[config.mk]
export PLATFORM = sky130hd
export DESIGN_NAME = branch_update_tracker
export DESIGN_NICKNAME = d
export VERILOG_FILES = /design/src/rtl/bp_pkg.sv /design/src/rtl/bp_inflight_fifo.sv /design/src/rtl/branch_update_tracker.sv
export SDC_FILE = /design/constraint.sdc
export NUM_CORES = 1
export LEC_CHECK = 0
export CORE_MARGIN = 10
export CORE_UTILIZATION = 42
export DETAILED_ROUTE_END_ITERATION = 8
export HOLD_SLACK_MARGIN = 0.02
export PLACE_DENSITY = 0.68
export SYNTH_ARGS = -nofsm -noshare
export SYNTH_HDL_FRONTEND = slang
export SYNTH_SLANG_ARGS = --single-unit
[constraint.sdc]
create_clock -name CLK -period 8.1 [get_ports CLK]
set_clock_uncertainty 0.1 [all_clocks]
set_input_delay 1.62 -clock CLK [delete_from_list [all_inputs] [get_ports CLK]]
set_output_delay 1.62 -clock CLK [all_outputs]
set_load 0.02 [all_outputs]
[src/rtl/bp_pkg.sv]
`default_nettype none
// ============================================================================
//  Module      : bp_pkg
//  Description : Shared types and constants for the branch update tracker.
//                The in-flight entry records one prediction issued at fetch.
//  Revision    : 1.0 - initial release
// ============================================================================
package bp_pkg;

    // Default PC / target width
    localparam int PC_W_DEFAULT = 32;

    // Size of a branch instruction in bytes (fall-through increment)
    localparam int C_BR_INSN_BYTES = 4;

    // One in-flight prediction
    typedef struct packed {
        logic [PC_W_DEFAULT-1:0] pc;
        logic                    taken;
        logic [PC_W_DEFAULT-1:0] target;
    } bp_entry_t;

endpackage
`default_nettype wire

[src/rtl/bp_inflight_fifo.sv]
`default_nettype none
// ============================================================================
//  Module      : bp_inflight_fifo
//  Description : In-order queue of in-flight predictions. Head entry is
//                presented combinationally; synchronous clear has priority
//                over push and pop in the same cycle.
//  Revision    : 1.0 - initial release
// ============================================================================
module bp_inflight_fifo
    import bp_pkg::*;
#(
    parameter int  DEPTH = 4,
    parameter type T     = bp_entry_t
) (
    input  logic                       CLK,
    input  logic                       nRST,
    input  logic                       clear,
    input  logic                       push,
    input  logic                       pop,
    input  T                           wdata,
    output T                           rdata,
    output logic                       full,
    output logic                       empty,
    output logic [$clog2(DEPTH):0]     count
);

    localparam int PTR_W = $clog2(DEPTH);
    localparam int CNT_W = PTR_W + 1;

    T                 r_mem [DEPTH];
    logic [PTR_W-1:0] r_wr_ptr;
    logic [PTR_W-1:0] r_rd_ptr;
    logic [CNT_W-1:0] r_count;

    logic             w_push;
    logic             w_pop;

    assign full  = (r_count == CNT_W'(DEPTH));
    assign empty = (r_count == '0);
    assign count = r_count;
    assign rdata = r_mem[r_rd_ptr];

    // Pushes are refused when full and pops when empty, so the pointers
    // never overrun each other.
    assign w_push = push && !full;
    assign w_pop  = pop  && !empty;

    // Entry storage: data only, no reset needed since count gates validity
    always_ff @(posedge CLK) begin
        if (w_push && !clear) begin
            r_mem[r_wr_ptr] <= wdata;
        end
    end

    // Pointer and occupancy tracking; pointers wrap naturally (DEPTH = 2^n)
    always_ff @(posedge CLK or negedge nRST) begin
        if (!nRST) begin
            r_wr_ptr <= '0;
            r_rd_ptr <= '0;
            r_count  <= '0;
        end else if (clear) begin
            r_wr_ptr <= '0;
            r_rd_ptr <= '0;
            r_count  <= '0;
        end else begin
            if (w_push) begin
                r_wr_ptr <= r_wr_ptr + 1'b1;
            end
            if (w_pop) begin
                r_rd_ptr <= r_rd_ptr + 1'b1;
            end
            case ({w_push, w_pop})
                2'b10:   r_count <= r_count + 1'b1;
                2'b01:   r_count <= r_count - 1'b1;
                default: r_count <= r_count;
            endcase
        end
    end

endmodule
`default_nettype wire

[src/rtl/branch_update_tracker.sv]
`default_nettype none
// ============================================================================
//  Module      : branch_update_tracker
//  Description : Tracks predictions issued at fetch, pairs them in order with
//                outcomes resolved in execute, trains the predictor, detects
//                mispredictions and squashes younger wrong-path entries.
//                Optional statistics counters enabled by macro BP_STATS_EN.
//  Revision    : 1.0 - initial release
// ============================================================================
module branch_update_tracker
    import bp_pkg::*;
#(
    parameter int DEPTH = 4,
    parameter int PC_W  = PC_W_DEFAULT
) (
    input  logic                     CLK,
    input  logic                     nRST,
    input  logic                     pred_valid,
    output logic                     pred_ready,
    input  logic                     pred_taken,
    input  logic [PC_W-1:0]          pred_target,
    input  logic [PC_W-1:0]          pred_pc,
    input  logic                     resolve_valid,
    input  logic                     resolve_taken,
    input  logic [PC_W-1:0]          resolve_target,
    input  logic                     ext_flush,
    output logic                     update_predictor,
    output logic                     branch_result,
    output logic [PC_W-1:0]          update_pc,
    output logic                     mispredict,
    output logic [PC_W-1:0]          redirect_pc,
    output logic                     resolve_err,
    output logic [$clog2(DEPTH):0]   inflight_count
`ifdef BP_STATS_EN
    ,
    output logic [31:0]              branch_count,
    output logic [31:0]              mispredict_count
`endif
);

    localparam int CNT_W = $clog2(DEPTH) + 1;

    // Entry layout matches bp_entry_t but follows this instance's PC_W
    typedef struct packed {
        logic [PC_W-1:0] pc;
        logic            taken;
        logic [PC_W-1:0] target;
    } entry_t;

    entry_t           w_wdata;
    entry_t           w_head;
    logic             w_full;
    logic             w_empty;
    logic [CNT_W-1:0] w_count;
    logic             w_pop;
    logic             w_mispredict;
    logic             w_clear;
    logic             w_push;
    logic [PC_W-1:0]  w_correct_pc;

    assign w_wdata = '{pc: pred_pc, taken: pred_taken, target: pred_target};

    // A flush discards the resolve outright; otherwise a resolve pops only
    // when there is something to pop.
    assign w_pop = resolve_valid && !w_empty && !ext_flush;

    assign w_mispredict = w_pop &&
                          ((resolve_taken != w_head.taken) ||
                           (resolve_taken && (resolve_target != w_head.target)));

    // Everything younger than a mispredicted head is wrong-path, so the whole
    // queue goes, including any same-cycle push.
    assign w_clear = ext_flush || w_mispredict;
    assign w_push  = pred_valid && !w_full && !w_clear;

    assign w_correct_pc = resolve_taken ? resolve_target
                                        : (w_head.pc + PC_W'(C_BR_INSN_BYTES));

    assign pred_ready     = !w_full;
    assign inflight_count = w_count;

    bp_inflight_fifo #(
        .DEPTH (DEPTH),
        .T     (entry_t)
    ) u_fifo (
        .CLK   (CLK),
        .nRST  (nRST),
        .clear (w_clear),
        .push  (w_push),
        .pop   (w_pop),
        .wdata (w_wdata),
        .rdata (w_head),
        .full  (w_full),
        .empty (w_empty),
        .count (w_count)
    );

    // Training and redirect outputs: pulses for one cycle, PCs hold
    always_ff @(posedge CLK or negedge nRST) begin
        if (!nRST) begin
            update_predictor <= 1'b0;
            branch_result    <= 1'b0;
            update_pc        <= '0;
            mispredict       <= 1'b0;
            redirect_pc      <= '0;
        end else begin
            update_predictor <= w_pop;
            branch_result    <= w_pop && resolve_taken;
            mispredict       <= w_mispredict;
            if (w_pop) begin
                update_pc <= w_head.pc;
            end
            if (w_mispredict) begin
                redirect_pc <= w_correct_pc;
            end
        end
    end

    // Sticky error: execute resolved a branch nobody predicted
    always_ff @(posedge CLK or negedge nRST) begin
        if (!nRST) begin
            resolve_err <= 1'b0;
        end else if (resolve_valid && w_empty && !ext_flush) begin
            resolve_err <= 1'b1;
        end
    end

`ifdef BP_STATS_EN
    // Saturating statistics, cleared only by reset
    always_ff @(posedge CLK or negedge nRST) begin
        if (!nRST) begin
            branch_count     <= '0;
            mispredict_count <= '0;
        end else begin
            if (w_pop && (branch_count != '1)) begin
                branch_count <= branch_count + 32'd1;
            end
            if (w_mispredict && (mispredict_count != '1)) begin
                mispredict_count <= mispredict_count + 32'd1;
            end
        end
    end
`endif

endmodule
`default_nettype wire

==> results.txt <==
* Commonest non-fill, non-tap cell in the layout: sky130_fd_sc_hd__edfxtp_1
* Library cell occupying the most area in the post-synthesis netlist: sky130_fd_sc_hd__edfxtp_1
- TritonCTS created 37 clock buffers.
* WL per Instance: 23.8 um
* Series of cell instances along the critical path: mux4_2, xor2_1, nor4_1, o2111ai_1, or3_1, o21ai_4, nor2_4, or3_1, ha_1, fa_1, xnor2_1, nor2_1, xnor2_1, nor3_1
- Setup slack closes at 2.93 ns.
* Core Region: 0.0325 mm^2
- VDD sags by at most 188 uV.
* Most area-consuming cells after synthesis: sky130_fd_sc_hd__edfxtp_1, sky130_fd_sc_hd__dfrtp_1, sky130_fd_sc_hd__mux4_2
* Count of mapped cells out of synthesis: 748
* Worst slack, placed: 2.50 ns
- Fill cells in the final layout number 2654.
- Headroom to the max-slew limit came out at 0.343.
- Async S/R FF share, synth: 0.224
* Die width: 201 um
- Clock tree root buffer cell: sky130_fd_sc_hd__clkbuf_16
- Sum of negative setup slack: 0 ns
* Post_cts resized: 0
- The worst setup path is of the reg -> reg kind.
- Among all flip-flop cells after synthesis, the most frequent one is sky130_fd_sc_hd__edfxtp_1.
- In this run the deepest clock path goes through 3 buffers.
- CTS hold repair buffers: 0
* Final cell area excluding filler cells: 0.0173 mm^2
* Sinks on Clock Net: 335
- Yosys cell types: 49
* Data required time of the worst path: 8.36 ns
- In this run the number of H-tree levels came out at 2.
- Average instance area after synthesis: 18.5 um^2
- After detailed routing, the number of remaining DRC violations is 0.
- In this run the count of I/O pins placed on the die edge is 175.
- In this run, synthesis produced a sequential element count of 335.
- Detail-routed via count per cell: 5.31
* Total Die Area: 0.0406 mm^2
* Clock latency at the later pin of the worst-skew pair: 0.52 ns
* Highest-count cells in the layout ignoring fill and taps: sky130_fd_sc_hd__edfxtp_1, sky130_fd_sc_hd__clkdlybuf4s50_1, sky130_fd_sc_hd__dfrtp_1
- Of all nets on the critical path, the largest fanout is 51.
- Hold Violations, Final: 0
* Wire length reported by the detailed router: 33700 um
* Setup crit end: u_fifo.count[2]$_DFFE_PN0P_
- RePlAce Congestion: 0.828
- The detailed router finished its first iteration with 583 violations.
- Crit-path slowest cell: sky130_fd_sc_hd__dfrtp_4
- The detailed router placed 7519 vias in this run.
* Number of failing setup endpoints in the final timing report: 0
- Static leakage power: 5.79 nW
- Initial DRT Pass Iterations: 5
* Overall Power: 0.00495 W
* Data arrival time of the critical path: 5.43 ns
* Post-CTS clock slew at the launch and capture registers of the worst setup and hold paths: 0.07 ns
- Launch point of the worst reg-to-reg path: u_fifo.r_rd_ptr[0]$_DFFE_PN0P_
* Placed instance area: 0.0161 mm^2
- The first global-routing pass estimated 50900 um of wire.
- RSZ-0062 raised after global routing: false
* Post-synth EDFFs: 260
* Yosys synthesis warning count: 0
- In the global route stage, overall resource usage came out at 0.166.
- The routed design could run at a clock period as short as 5.17 ns.
- Synthesis-to-finish area growth: 24.9%
* Pins Over Slew Limit: 0
* Area fraction of the dominant cell type after synthesis: 0.565
- Crit path from: u_fifo.r_rd_ptr[0]$_DFFE_PN0P_
* Reg2Reg Setup Slack: 2.93 ns
- Via count of the first global-routing pass: 7810
- Number of placement rows: 66
- Tightest Pin Transition: 0.986 ns
* Maxcap violations: 0
* Half-perimeter wire length after detailed placement: 23200 um
- Number of buffers added on ports: 174
- Hold is met by 0.384 ns.
- Counting every net in the synthesized netlist gives 858.
* Maximum clock frequency: 0.193 GHz
- Summed over all layers, the global routing overflow is 0.
* Netlist area before placement: 0.0138 mm^2
* Final nets: 1053
- Initial Utilization: 0.425
* Hold crit path type: reg -> reg
* Antenna violations before repair: 5
- Share of cells above drive strength 1: 0.213
- For this run, the register share of the synthesized area comes to 0.700.
* Clock tree from TritonCTS: done
* Result of the run: complete, no violations
- Capturing point of the worst reg2reg path: u_fifo.count[2]$_DFFE_PN0P_
- STA classifies the critical path endpoint as a register.
- Of the available clock period, the critical path in the final layout requires 0.638.
* Number of cells on the worst reg-to-reg path: 14
- Largest stage delay on the critical path: 1.07 ns
- Setup fix buffers added after clock tree synthesis: 0
* Power per standard cell area: 287 mW/mm^2
- ANT nets after route: 0
- Launching element type of the critical path: register
- Largest net degree at the start of global routing: 66
- From bottom edge to top edge, the die measures 201 um.
## how the worst min path moves through the flow
| stage | start | to | slack (ns) | depth (start not counted) |
|---|---|---|---|---|
| 2_1_floorplan | resolve_err$_DFFE_PN0P_ | resolve_err$_DFFE_PN0P_ | 0.49 | 1 |
| 3_3_place_gp | resolve_err$_DFFE_PN0P_ | resolve_err$_DFFE_PN0P_ | 0.36 | 1 |
| 3_5_place_dp | resolve_err$_DFFE_PN0P_ | resolve_err$_DFFE_PN0P_ | 0.37 | 1 |
| 4_1_cts | resolve_err$_DFFE_PN0P_ | resolve_err$_DFFE_PN0P_ | 0.38 | 1 |
| 5_1_grt | resolve_err$_DFFE_PN0P_ | resolve_err$_DFFE_PN0P_ | 0.40 | 1 |
| 6_report | resolve_err$_DFFE_PN0P_ | resolve_err$_DFFE_PN0P_ | 0.38 | 1 |
## worst max-delay path: cells and delay by family, from the launching register on
kind | cells | cell delay [ns]
adders and majority gates | 2 | 0.61
and+or+nand+nor | 6 | 1.69
DFF | 1 | 1.07
xor gates and xnor gates | 3 | 0.43
AOI/OAI and AO/OA | 2 | 0.41
muxes | 1 | 0.65
## final cells by class
cell class | instances | area (um^2) | area share
Clock inverter | 21 | 208 | 0.0120
Clock buffer | 46 | 1000 | 0.0579
Inverter | 10 | 37.5 | 0.00217
Antenna cell | 2 | 5.00 | 0.000290
Multi-Input combinational cell | 371 | 3940 | 0.228
Timing Repair Buffer | 188 | 1840 | 0.106
Tap cell | 442 | 553 | 0.0320
Sequential cell | 335 | 9690 | 0.561
## power breakdown
group / switching [W] / internal, W / total [W] / leakage, nW
logic: 0.000509 / 0.000583 / 0.00109 / 1.93
registers: 0.000144 / 0.00207 / 0.00222 / 3.27
clock network: 0.000666 / 0.000978 / 0.00164 / 0.586
total: 0.00132 / 0.00363 / 0.00495 / 5.79
## sequential cells by signal, summed over array words and instances, names as in the netlist, 2 cells and up
signal	cells
u_fifo.r_mem	260
redirect_pc	32
update_pc	32
u_fifo.count	3
u_fifo.r_rd_ptr	2
u_fifo.r_wr_ptr	2
## cells by family after synthesis
logic type      synth area share
compound gates            0.0214
flops                      0.700
fa+ha+maj                0.00688
xor+xnor                  0.0412
simple gates              0.0424
mux                        0.170
buf+inv                   0.0173
## through the flow
step                instances   util
detailed placement       1346  0.494
global placement         1346  0.494
floorplan                 748      -
finish                   1415  0.531
CTS                      1413  0.531
global route             1414  0.531
## cells in the mapped netlist, types with 2 or more instances
master	n
sky130_fd_sc_hd__buf_4	6
sky130_fd_sc_hd__mux2_4	28
sky130_fd_sc_hd__dfrtp_1	75
sky130_fd_sc_hd__nand4_1	7
sky130_fd_sc_hd__or3_1	2
sky130_fd_sc_hd__nor3_1	10
sky130_fd_sc_hd__nand2_1	41
sky130_fd_sc_hd__xor2_1	18
sky130_fd_sc_hd__o21ai_0	29
sky130_fd_sc_hd__a211oi_1	2
sky130_fd_sc_hd__edfxtp_1	260
sky130_fd_sc_hd__mux2i_1	19
sky130_fd_sc_hd__and4_1	3
sky130_fd_sc_hd__nor4b_2	4
sky130_fd_sc_hd__ha_1	6
sky130_fd_sc_hd__and3_1	5
sky130_fd_sc_hd__clkbuf_1	14
sky130_fd_sc_hd__xnor2_1	47
sky130_fd_sc_hd__nor3b_1	2
sky130_fd_sc_hd__mux2_2	39
sky130_fd_sc_hd__mux4_2	58
sky130_fd_sc_hd__buf_2	5
sky130_fd_sc_hd__o2111ai_1	2
sky130_fd_sc_hd__nand4b_1	2
sky130_fd_sc_hd__and2_1	4
sky130_fd_sc_hd__nand3_1	10
sky130_fd_sc_hd__nor2_1	13
sky130_fd_sc_hd__buf_6	7
sky130_fd_sc_hd__inv_1	10
## per-layer routing
metal  up-vias  global-route usage  part of all wire
met1      3839               0.226              0.43
met4         6              0.0513             0.026
met2       296               0.257              0.47
li1       3320                   -                 -
met3        58              0.0405             0.074
met5         -                   0            0.0015
No activity file was read; power rests on OpenSTA's default activity.
